`config.mk`:
```
export PLATFORM = sky130hd
export DESIGN_NAME = ocbench_host_master
export DESIGN_NICKNAME = d
export VERILOG_FILES = /design/src/rtl/ocbench_host_master.sv
export SDC_FILE = /design/constraint.sdc
export NUM_CORES = 1
export LEC_CHECK = 0
export CAP_MARGIN = 10
export CORE_UTILIZATION = 35
export DETAILED_ROUTE_END_ITERATION = 10
export PLACE_DENSITY_LB_ADDON = 0.25
export SYNTH_ARGS = -nofsm -noshare
export SYNTH_HDL_FRONTEND = slang
export SYNTH_SLANG_ARGS = --single-unit
```
`constraint.sdc`:
```
create_clock -name AVALON_CLK -period 3.75 [get_ports AVALON_CLK]
set_input_delay 0.5625 -clock AVALON_CLK [delete_from_list [all_inputs] [get_ports AVALON_CLK]]
set_output_delay 0.5625 -clock AVALON_CLK [all_outputs]
set_load 0.02 [all_outputs]
```
`src/rtl/ocbench_host_master.sv`:
```
// Host-side master for the operand/compute/result benchmark: loads operands,
// kicks the control unit, polls for completion and streams results back out.
module ocbench_host_master #(
    parameter int RD_LATENCY = 2,
    parameter int POLL_GAP   = 16,
    parameter int TIMEOUT    = 65535
) (
    input  logic        AVALON_CLK,
    input  logic        AVALON_RESET_N,
    input  logic        START,
    input  logic [8:0]  WORD_COUNT,
    output logic        BUSY,
    output logic        DONE,
    output logic        ERROR,
    input  logic [31:0] OPND_DATA,
    input  logic        OPND_VALID,
    output logic        OPND_READY,
    output logic [31:0] RES_DATA,
    output logic        RES_VALID,
    input  logic        RES_READY,
    output logic [8:0]  TX_ADDRESS,
    output logic [3:0]  TX_BYTEENABLE,
    output logic        TX_CHIPSELECT,
    output logic        TX_WRITE,
    output logic [31:0] TX_WRITEDATA,
    output logic [8:0]  CU_ADDRESS,
    output logic [3:0]  CU_BYTEENABLE,
    output logic        CU_CHIPSELECT,
    output logic        CU_WRITE,
    output logic [31:0] CU_WRITEDATA,
    output logic        CU_READ,
    input  logic [31:0] CU_READDATA,
    output logic [8:0]  RX_ADDRESS,
    output logic        RX_READ,
    input  logic [31:0] RX_READDATA
);

    localparam int LAT = RD_LATENCY - 1;

    typedef enum logic [2:0] {
        IDLE, LOAD, KICK, POLL, WAIT, DRAIN, FIN
    } state_t;

    state_t      state;
    logic [8:0]  n;
    logic [8:0]  k;
    logic [8:0]  popped;
    logic [31:0] polls;
    logic [15:0] gap;
    logic        issued;
    logic [2:0]  cu_pipe;
    logic [2:0]  rx_pipe;
    logic [2:0]  cnt;
    logic [2:0]  inflight;
    logic [1:0]  wr_ptr;
    logic [1:0]  rd_ptr;
    logic [31:0] mem [4];

    logic        busy, done, error;
    logic        tx_we, cu_we, cu_re, rx_re;
    logic [8:0]  tx_addr, cu_addr, rx_addr;
    logic [31:0] tx_data, cu_data;

    logic push, pop, issue, valid;
    logic unused_ok;

    assign valid = (cnt != 3'd0);
    assign push  = rx_pipe[LAT];
    assign pop   = valid && RES_READY;
    // occupancy plus reads in flight must stay within the 4-entry FIFO
    assign issue = (state == DRAIN) && (k != n) &&
                   (({1'b0, cnt} + {1'b0, inflight}) < 4'd4);
    assign unused_ok = ^CU_READDATA[31:1];

    always_ff @(posedge AVALON_CLK or negedge AVALON_RESET_N) begin
        if (!AVALON_RESET_N) begin
            state    <= IDLE;
            n        <= '0;
            k        <= '0;
            popped   <= '0;
            polls    <= '0;
            gap      <= '0;
            issued   <= 1'b0;
            cu_pipe  <= '0;
            rx_pipe  <= '0;
            cnt      <= '0;
            inflight <= '0;
            wr_ptr   <= '0;
            rd_ptr   <= '0;
            busy     <= 1'b0;
            done     <= 1'b0;
            error    <= 1'b0;
            tx_we    <= 1'b0;
            cu_we    <= 1'b0;
            cu_re    <= 1'b0;
            rx_re    <= 1'b0;
            tx_addr  <= '0;
            cu_addr  <= '0;
            rx_addr  <= '0;
            tx_data  <= '0;
            cu_data  <= '0;
        end else begin
            tx_we    <= 1'b0;
            cu_we    <= 1'b0;
            cu_re    <= 1'b0;
            rx_re    <= 1'b0;
            done     <= 1'b0;
            cu_pipe  <= {cu_pipe[1:0], cu_re};
            rx_pipe  <= {rx_pipe[1:0], rx_re};
            cnt      <= cnt + 3'(push) - 3'(pop);
            inflight <= inflight + 3'(issue) - 3'(push);
            if (push) wr_ptr <= wr_ptr + 2'd1;
            if (pop) begin
                rd_ptr <= rd_ptr + 2'd1;
                popped <= popped + 9'd1;
            end
            unique case (state)
                IDLE: if (START) begin
                    error  <= 1'b0;
                    busy   <= 1'b1;
                    n      <= WORD_COUNT;
                    k      <= '0;
                    popped <= '0;
                    polls  <= '0;
                    state  <= (WORD_COUNT == 9'd0) ? FIN : LOAD;
                end
                LOAD: if (OPND_VALID) begin
                    tx_we   <= 1'b1;
                    tx_addr <= k;
                    tx_data <= OPND_DATA;
                    k       <= k + 9'd1;
                    if (k == n - 9'd1) state <= KICK;
                end
                KICK: begin
                    cu_we   <= 1'b1;
                    cu_addr <= 9'd0;
                    cu_data <= {22'b0, n, 1'b1};
                    issued  <= 1'b0;
                    state   <= POLL;
                end
                POLL: begin
                    if (!issued) begin
                        cu_re   <= 1'b1;
                        cu_addr <= 9'd1;
                        issued  <= 1'b1;
                        polls   <= polls + 32'd1;
                    end else if (cu_pipe[LAT]) begin
                        if (CU_READDATA[0]) begin
                            k     <= '0;
                            state <= DRAIN;
                        end else if (polls == 32'(TIMEOUT)) begin
                            error <= 1'b1;
                            state <= FIN;
                        end else begin
                            gap   <= '0;
                            state <= WAIT;
                        end
                    end
                end
                WAIT: begin
                    if (gap == 16'(POLL_GAP - 1)) begin
                        issued <= 1'b0;
                        state  <= POLL;
                    end else begin
                        gap <= gap + 16'd1;
                    end
                end
                DRAIN: begin
                    if (issue) begin
                        rx_re   <= 1'b1;
                        rx_addr <= k;
                        k       <= k + 9'd1;
                    end
                    if (pop && popped == n - 9'd1) state <= FIN;
                end
                FIN: begin
                    busy  <= 1'b0;
                    done  <= 1'b1;
                    state <= IDLE;
                end
                default: state <= IDLE;
            endcase
        end
    end

    always_ff @(posedge AVALON_CLK) begin
        if (push) mem[wr_ptr] <= RX_READDATA;
    end

    assign BUSY          = busy;
    assign DONE          = done;
    assign ERROR         = error;
    assign OPND_READY    = (state == LOAD);
    assign RES_VALID     = valid;
    assign RES_DATA      = valid ? mem[rd_ptr] : 32'd0;
    assign TX_ADDRESS    = tx_addr;
    assign TX_WRITE      = tx_we;
    assign TX_CHIPSELECT = tx_we;
    assign TX_BYTEENABLE = {4{tx_we}};
    assign TX_WRITEDATA  = tx_data;
    assign CU_ADDRESS    = cu_addr;
    assign CU_WRITE      = cu_we;
    assign CU_READ       = cu_re;
    assign CU_CHIPSELECT = cu_we | cu_re;
    assign CU_BYTEENABLE = {4{cu_we | cu_re}};
    assign CU_WRITEDATA  = cu_data;
    assign RX_ADDRESS    = rx_addr;
    assign RX_READ       = rx_re;

endmodule

```
==> flow_metrics.py, run 1 <==
metrics = {
    "run_status": {
        "status": "completed",
    },
    "final_layout": {
        "n_antenna_cell": 0,
        "nets": 1271,
        "fin_util_pct": 44.8,
        "drive_gt1_share_pct": 15.1,
        "final_cells": 1622,
        "area_growth_pct": 24.7,
        "fillers": 3241,
    },
    "routing": {
        "drtIter0Drc": 396,
        "vias": 8005,
        "routedWlPerCell_microns": 16.8,
        "drc": 0,
        "dr.pass1.iters": 5,
        "wl_met2_mm": 12.1,
        "wl_met1_mm": 12.3,
        "ant_nets": 0,
        "met3WireLength_mm": 2.15,
        "via_per_inst": 4.94,
        "top_layer": "met4",
        "routed_wl_mm": 27.2,
    },
    "logic_synthesis": {
        "synth_edf_count": 128,
        "yosysWarnings": 0,
        "ys.flop_type": "dfrtp_1",
        "yosys_register_bits": 289,
        "syn-cell-area_sq_um": 12900,
        "ys_types": 65,
        "synthCells": 957,
        "seq_area_frac_synth_pct": 61.0,
        "synthArstFlopShare_pct": 55.7,
        "syn_avg_cell_area_sq_um": 13.5,
    },
    "global_route": {
        "grt_overflow": 0,
        "grt_pass1_vias": 8082,
        "grt_max_degree": 69,
        "grt_first_pass_wirelength_mm": 43.7,
        "track_usage_pct": 14.3,
        "antenna_found_initial": 0,
    },
    "clock_tree": {
        "h-tree-depth": 1,
        "cts_num_sinks": 289,
        "post_cts_buffers": 0,
        "path_clk_slew_ns": 0.06,
        "cts_buffer_depth": 3,
        "clkLatencyLatePin_ns": 0.55,
        "cts_hold_buffers": 0,
        "cts_root_buf": "clkbuf_16",
        "cts_buffers": 31,
        "tritoncts": "built",
        "postCtsResizedCells": 0,
    },
    "setup_path": {
        "startpoint_type": "register",
        "cp.arrival_ns": 2.53,
        "cp_data_required_time_ns": 3.19,
        "critical_path_class": "register to primary output",
        "setup.worst_path.end_class": "primary output",
        "cp_max_fo": 19,
        "reg2reg_depth": 8,
    },
    "power_and_ir_drop": {
        "swShare_pct": 34.4,
        "p_int_mw": 7.93,
        "p_seq_share_pct": 37.1,
        "p_per_area_nw_per_um2": 752,
        "p_comb_share_pct": 40.1,
        "peakVddDrop_v": 0.000443,
        "p_total_mw": 12.1,
        "p_clk_share_pct": 22.8,
        "p_sw_mw": 4.16,
        "p_leak_nw": 6.26,
    },
    "timing": {
        "maxSlewHeadroom_pct": 34.1,
        "hold_ws_ns": 0.0200,
        "period_needed_ns": 3.09,
        "fin_crit_sh_pct": 82.4,
        "fmaxAchievable_ghz": 0.324,
        "setup_violations": 0,
        "rsz0062_at_grt": "false",
        "final-hold-violation-count": 0,
        "drv_slew": 0,
        "fin_worst_skew_ns": 0.0111,
        "tns_ns": 0,
        "worst_pin_slew_ns": 0.988,
    },
    "placed_design": {
        "portBuffers": 190,
        "gp_congestion": 0.822,
        "hpwl_mm": 17.8,
        "dp_cells": 1572,
    },
    "floorplanning": {
        "initial_core_util_pct": 35.9,
        "core_sq_um": 35900,
        "rows": 69,
        "dieHeight_microns": 194,
        "die_x_microns": 194,
        "dieArea_sq_um": 37600,
        "io_pins": 252,
    },
    "flow_run": {
        "max_cap_violations": 0,
    },
    "worst_hold_path": {
        "hold_class": "primary input to asynchronous set/reset pin",
    },
}
[power groups by stage]
stage	sequential, mW	combinational (mW)	clock [mW]
finish	4.49	4.85	2.76
global route	4.58	5.27	2.97
CTS	4.50	4.94	2.85
detailed placement	4.55	4.91	0
global placement	4.52	4.87	0
floorplan	4.69	2.80	0
[state kept, by name, summed over array words and instances, names as in the netlist, 2 cells and up]
signal,flops
mem,128
TX_WRITEDATA,32
polls,32
gap,16
CU_WRITEDATA,10
RX_ADDRESS,9
TX_ADDRESS,9
k,9
n,9
popped,9
cnt,3
inflight,3
state,3
cu_pipe,2
rd_ptr,2
rx_pipe,2
wr_ptr,2
[path summary, 6_finish.rpt]
path | startpoint | to | slack (ns)
worst max-delay path | rd_ptr[1] | RES_DATA[20] | 0.66
worst min-delay path | AVALON_RESET_N | gap[11] | 0.02
worst max register to register | n[1] | state[0] | 0.72
worst min register to register | rx_pipe[0] | rx_pipe[1] | 0.35
max in group asynchronous | AVALON_RESET_N | polls[2] | 2.86
min in group AVALON_CLK | rx_pipe[0] | rx_pipe[1] | 0.35
[worst max-delay path, stage by stage (launching register included)]
cell             delay, ns
dfrtp_1               0.71
buf_12                0.25
mux4_2                0.31
nor2b_1               0.15
clkdlybuf4s50_1       0.55
[Yosys cell counts, types with 2 or more instances]
library cell,count,area share (%)
dfrtp_1,161,31
edfxtp_1,128,30
nor2_1,66,1.9
mux2_2,65,5.7
nand2_1,46,1.3
buf_4,39,2.3
xor2_1,38,2.6
o21ai_0,36,1.4
nor2b_1,34,1.6
xnor2_1,34,2.3
mux4_2,32,5.6
clkbuf_1,26,0.76
inv_1,25,0.73
nand3_1,22,0.85
a21oi_1,20,0.78
nor3_1,18,0.70
and3_1,16,0.78
ha_1,15,1.5
buf_2,14,0.54
nor4_1,14,0.68
and2_1,13,0.63
nand4_1,13,0.63
and4_1,10,0.68
or3_1,6,0.29
o211ai_1,4,0.23
o31ai_1,4,0.23
or2_2,4,0.19
mux2i_1,3,0.23
nand3b_1,3,0.17
a211oi_2,2,0.19
a41oi_1,2,0.14
clkbuf_2,2,0.078
fa_1,2,0.31
nand2b_1,2,0.097
nand4b_1,2,0.14
nor3b_1,2,0.12
o221ai_1,2,0.14
o31a_1,2,0.14
o41ai_1,2,0.14
o41ai_2,2,0.25
or3_4,2,0.17
[layout make-up]
cell class	instances	area, sq um	area share, %
clock buffers	42	827	5.14
clock inverters	8	68.8	0.428
inverters	25	93.8	0.584
multi-input cells	589	4560	28.4
flip-flops and latches	289	7870	49.0
well taps	461	577	3.59
repair buffers	208	2080	12.9
[per-layer routing]
layer,vias to the layer above,global-route usage (%)
met5,-,0
li1,3763,-
met3,40,4.21
met4,0,3.97
met1,3931,19.2
met2,271,22.5
[stage by stage]
stage | worst slack, ns | area (sq um)
2_1_floorplan | 1.01 | 13000
3_3_place_gp | 0.787 | 15200
3_5_place_dp | 0.726 | 15200
4_1_cts | 0.572 | 16100
5_1_grt | 0.525 | 16100
6_report | 0.659 | 16100
[logic make-up after synthesis]
group	count (synthesis)	synth area share (%)
flops	289	61.0
simple gates	280	11.6
buf+inv	108	4.49
mux	100	11.5
compound gates	89	4.56
xor+xnor	73	5.02
fa+ha+maj	17	1.77
other cells	1	0.0291
[layout by cell type (no fill, tap or decap), types with 14 or more instances in the layout]
cell / synthesis / layout
edfxtp_1: 128 / 128
clkdlybuf4s50_1: 0 / 189
o21ai_0: 36 / 36
xnor2_1: 34 / 34
nand2_1: 46 / 46
inv_1: 25 / 25
a21oi_1: 20 / 20
ha_1: 15 / 15
nor2b_1: 34 / 34
dfrtp_1: 161 / 160
clkbuf_16: 0 / 31
xor2_1: 38 / 38
buf_4: 39 / 15
and3_1: 16 / 15
nor2_1: 66 / 66
nor4_1: 14 / 14
conb_1: 1 / 30
mux2_2: 65 / 65
nand3_1: 22 / 22
nor3_1: 18 / 16
mux4_2: 32 / 32
Note: power is estimated with default switching activity, not from simulation.
==> run 2, diff against run 1 <==
==> constraint.sdc (replaced) <==
create_clock -name AVALON_CLK -period 3 [get_ports AVALON_CLK]
set_input_delay 0.45 -clock AVALON_CLK [delete_from_list [all_inputs] [get_ports AVALON_CLK]]
set_output_delay 0.45 -clock AVALON_CLK [all_outputs]
set_load 0.02 [all_outputs]
==> flow_metrics.py, run 2 (synthesis gave the netlist of run 1 again) <==
metrics = {
    "routing": {
        "vias": 8061,
        "dr.pass1.iters": 4,
        "ant_nets": 0,
        "via_per_inst": 4.85,
        "routedWlPerCell_microns": 16.7,
        "met3WireLength_mm": 2.16,
        "drtIter0Drc": 350,
        "routed_wl_mm": 27.7,
        "top_layer": "met4",
        "wl_met1_mm": 12.5,
        "drc": 0,
        "wl_met2_mm": 12.3,
    },
    "run_status": {
        "status": "completed",
    },
    "placed_design": {
        "portBuffers": 190,
        "hpwl_mm": 18.3,
        "gp_congestion": 0.812,
        "pre_cts_ws_ns": 0.332,
        "postPlaceCellArea_sq_um": 15400,
    },
    "final_layout": {
        "final_cell_mix": "clkdlybuf4s50_1 (189), dfrtp_1 (160), edfxtp_1 (128), nor2_1 (66), mux2_2 (65)",
        "area_growth_pct": 29.4,
        "fin_util_pct": 46.5,
        "finish.instance_area_sq_um": 16700,
        "drive_gt1_share_pct": 18.2,
        "fillers": 3262,
        "nets": 1299,
        "n_antenna_cell": 0,
        "regMostFlops": "mem",
        "layout_commonest_cell": "clkdlybuf4s50_1",
        "largest_reg_flops": 128,
    },
    "floorplanning": {
        "io_pins": 252,
        "core_sq_um": 35900,
        "dieHeight_microns": 194,
        "initial_core_util_pct": 35.9,
        "dieArea_sq_um": 37600,
        "die_x_microns": 194,
        "rows": 69,
    },
    "timing": {
        "setup_violations": 0,
        "layout_setup_ws_ns": 0.141,
        "tns_ns": 0,
        "worst_pin_slew_ns": 0.630,
        "maxSlewHeadroom_pct": 58.0,
        "final-hold-violation-count": 0,
        "fin_worst_skew_ns": 0.0231,
        "fin_crit_sh_pct": 95.3,
        "fmaxAchievable_ghz": 0.350,
        "rsz0062_at_grt": "false",
        "period_needed_ns": 2.86,
        "drv_slew": 0,
    },
    "setup_path": {
        "cp_max_fo": 10,
        "setup.worst_path.end_class": "primary output",
        "crit_path_max_incr_delay_ns": 0.58,
        "r2r-start": "n[0]",
        "cp_slowest_cell": "clkdlybuf4s50_1",
        "cp_data_required_time_ns": 2.55,
        "reg2reg_depth": 8,
        "startpoint_type": "register",
        "critical_path_class": "register to primary output",
        "cp.arrival_ns": 2.41,
        "timing.rr.end": "state[0]",
        "path_cells": "buf_12 > mux4_2 > nor2b_1 > clkdlybuf4s50_1",
        "r2r_setup_slack_ns": 0.31,
    },
    "power_and_ir_drop": {
        "p_leak_nw": 6.57,
        "p_per_area_nw_per_um2": 991,
        "peakVddDrop_v": 0.000678,
    },
    "clock_tree": {
        "path_clk_slew_ns": 0.06,
        "clkLatencyLatePin_ns": 0.52,
        "h-tree-depth": 2,
        "tritoncts": "built",
        "cts_num_sinks": 289,
        "cts_buffer_depth": 3,
        "cts_buffers": 36,
        "cts_root_buf": "clkbuf_16",
    },
    "global_route": {
        "track_usage_pct": 14.9,
        "antenna_found_initial": 0,
        "grt_overflow": 0,
        "grt_first_pass_wirelength_mm": 45.5,
        "grt_max_degree": 68,
        "grt_pass1_vias": 8482,
    },
    "worst_hold_path": {
        "hold_path_end": "rx_pipe[1]",
        "holdPathStages": 0,
        "hold_class": "register to register",
        "min_from": "rx_pipe[0]",
    },
    "flow_run": {
        "max_cap_violations": 0,
    },
}
==> run 2: worst max-delay path by stage <==
stage                         start            to  slack (ns)  cells past startpoint
final                     rd_ptr[0]  RES_DATA[28]        0.14                      4
after global routing      rd_ptr[0]  RES_DATA[28]        0.05                      4
after CTS                 rd_ptr[0]  RES_DATA[27]        0.09                      4
after detailed placement       n[1]      state[0]        0.33                      8
after global placement         n[0]      state[0]        0.36                      8
after floorplan              cnt[2]   inflight[2]        0.26                     12
==> run 2: stage by stage <==
stage / std cells / power (mW) / hold WS [ns]
floorplan: 986 / 9.36 / 0.154
global route: 1661 / 17.5 / 0.357
finish: 1661 / 16.5 / 0.346
detailed placement: 1592 / 12.0 / 0.336
CTS: 1661 / 16.8 / 0.350
global placement: 1592 / 11.9 / 0.332
==> run 2: what timing repair did <==
item | CTS | global route
resized for setup | 1 | 0
setup endpoints to repair | 22 | 0
setup buffers | 2 | 0
hold endpoints to repair | 61 | 0
hold buffers | 1 | 0
==> run 2: final cells by class <==
cell class,instances,area [sq um],area share (%)
clock buffers,44,982,5.89
clock inverters,22,300,1.80
inverters,25,93.8,0.563
multi-input cells,589,4560,27.4
flip-flops and latches,289,7880,47.2
well taps,461,577,3.46
repair buffers,231,2290,13.7
==> run 2: worst max-delay path, delay by kind of cell (launching register included) <==
family	cells	cell delay [ns]
buffers and inverters	2	0.75
flip-flops	1	0.49
multiplexers	1	0.49
AND/OR/NAND/NOR	1	0.16
==> run 2: metal layers <==
metal	global-route usage, %	up-vias
met1	19.3	3934
met5	0	-
li1	-	3829
met2	23.7	246
met4	4.88	0
met3	4.78	52
==> run 2: power breakdown <==
| group | internal (mW) | total (mW) | leakage [nW] | switching (mW) |
|---|---|---|---|---|
| registers | 4.90 | 5.43 | 3.23 | 0.535 |
| clock network | 2.94 | 4.60 | 0.623 | 1.66 |
| logic | 3.22 | 6.50 | 2.72 | 3.28 |
==> run 3, diff against run 2 <==
--- a/config.mk
+++ b/config.mk
@@ -5,6 +5,7 @@
 export SDC_FILE = /design/constraint.sdc
 export NUM_CORES = 1
 export LEC_CHECK = 0
+export ABC_CLOCK_PERIOD_IN_PS = 3000
 export CAP_MARGIN = 10
 export CORE_UTILIZATION = 35
 export DETAILED_ROUTE_END_ITERATION = 10
==> results of run 3 <==
No change in the layout: final DEF, timing and power equal those of run 2.
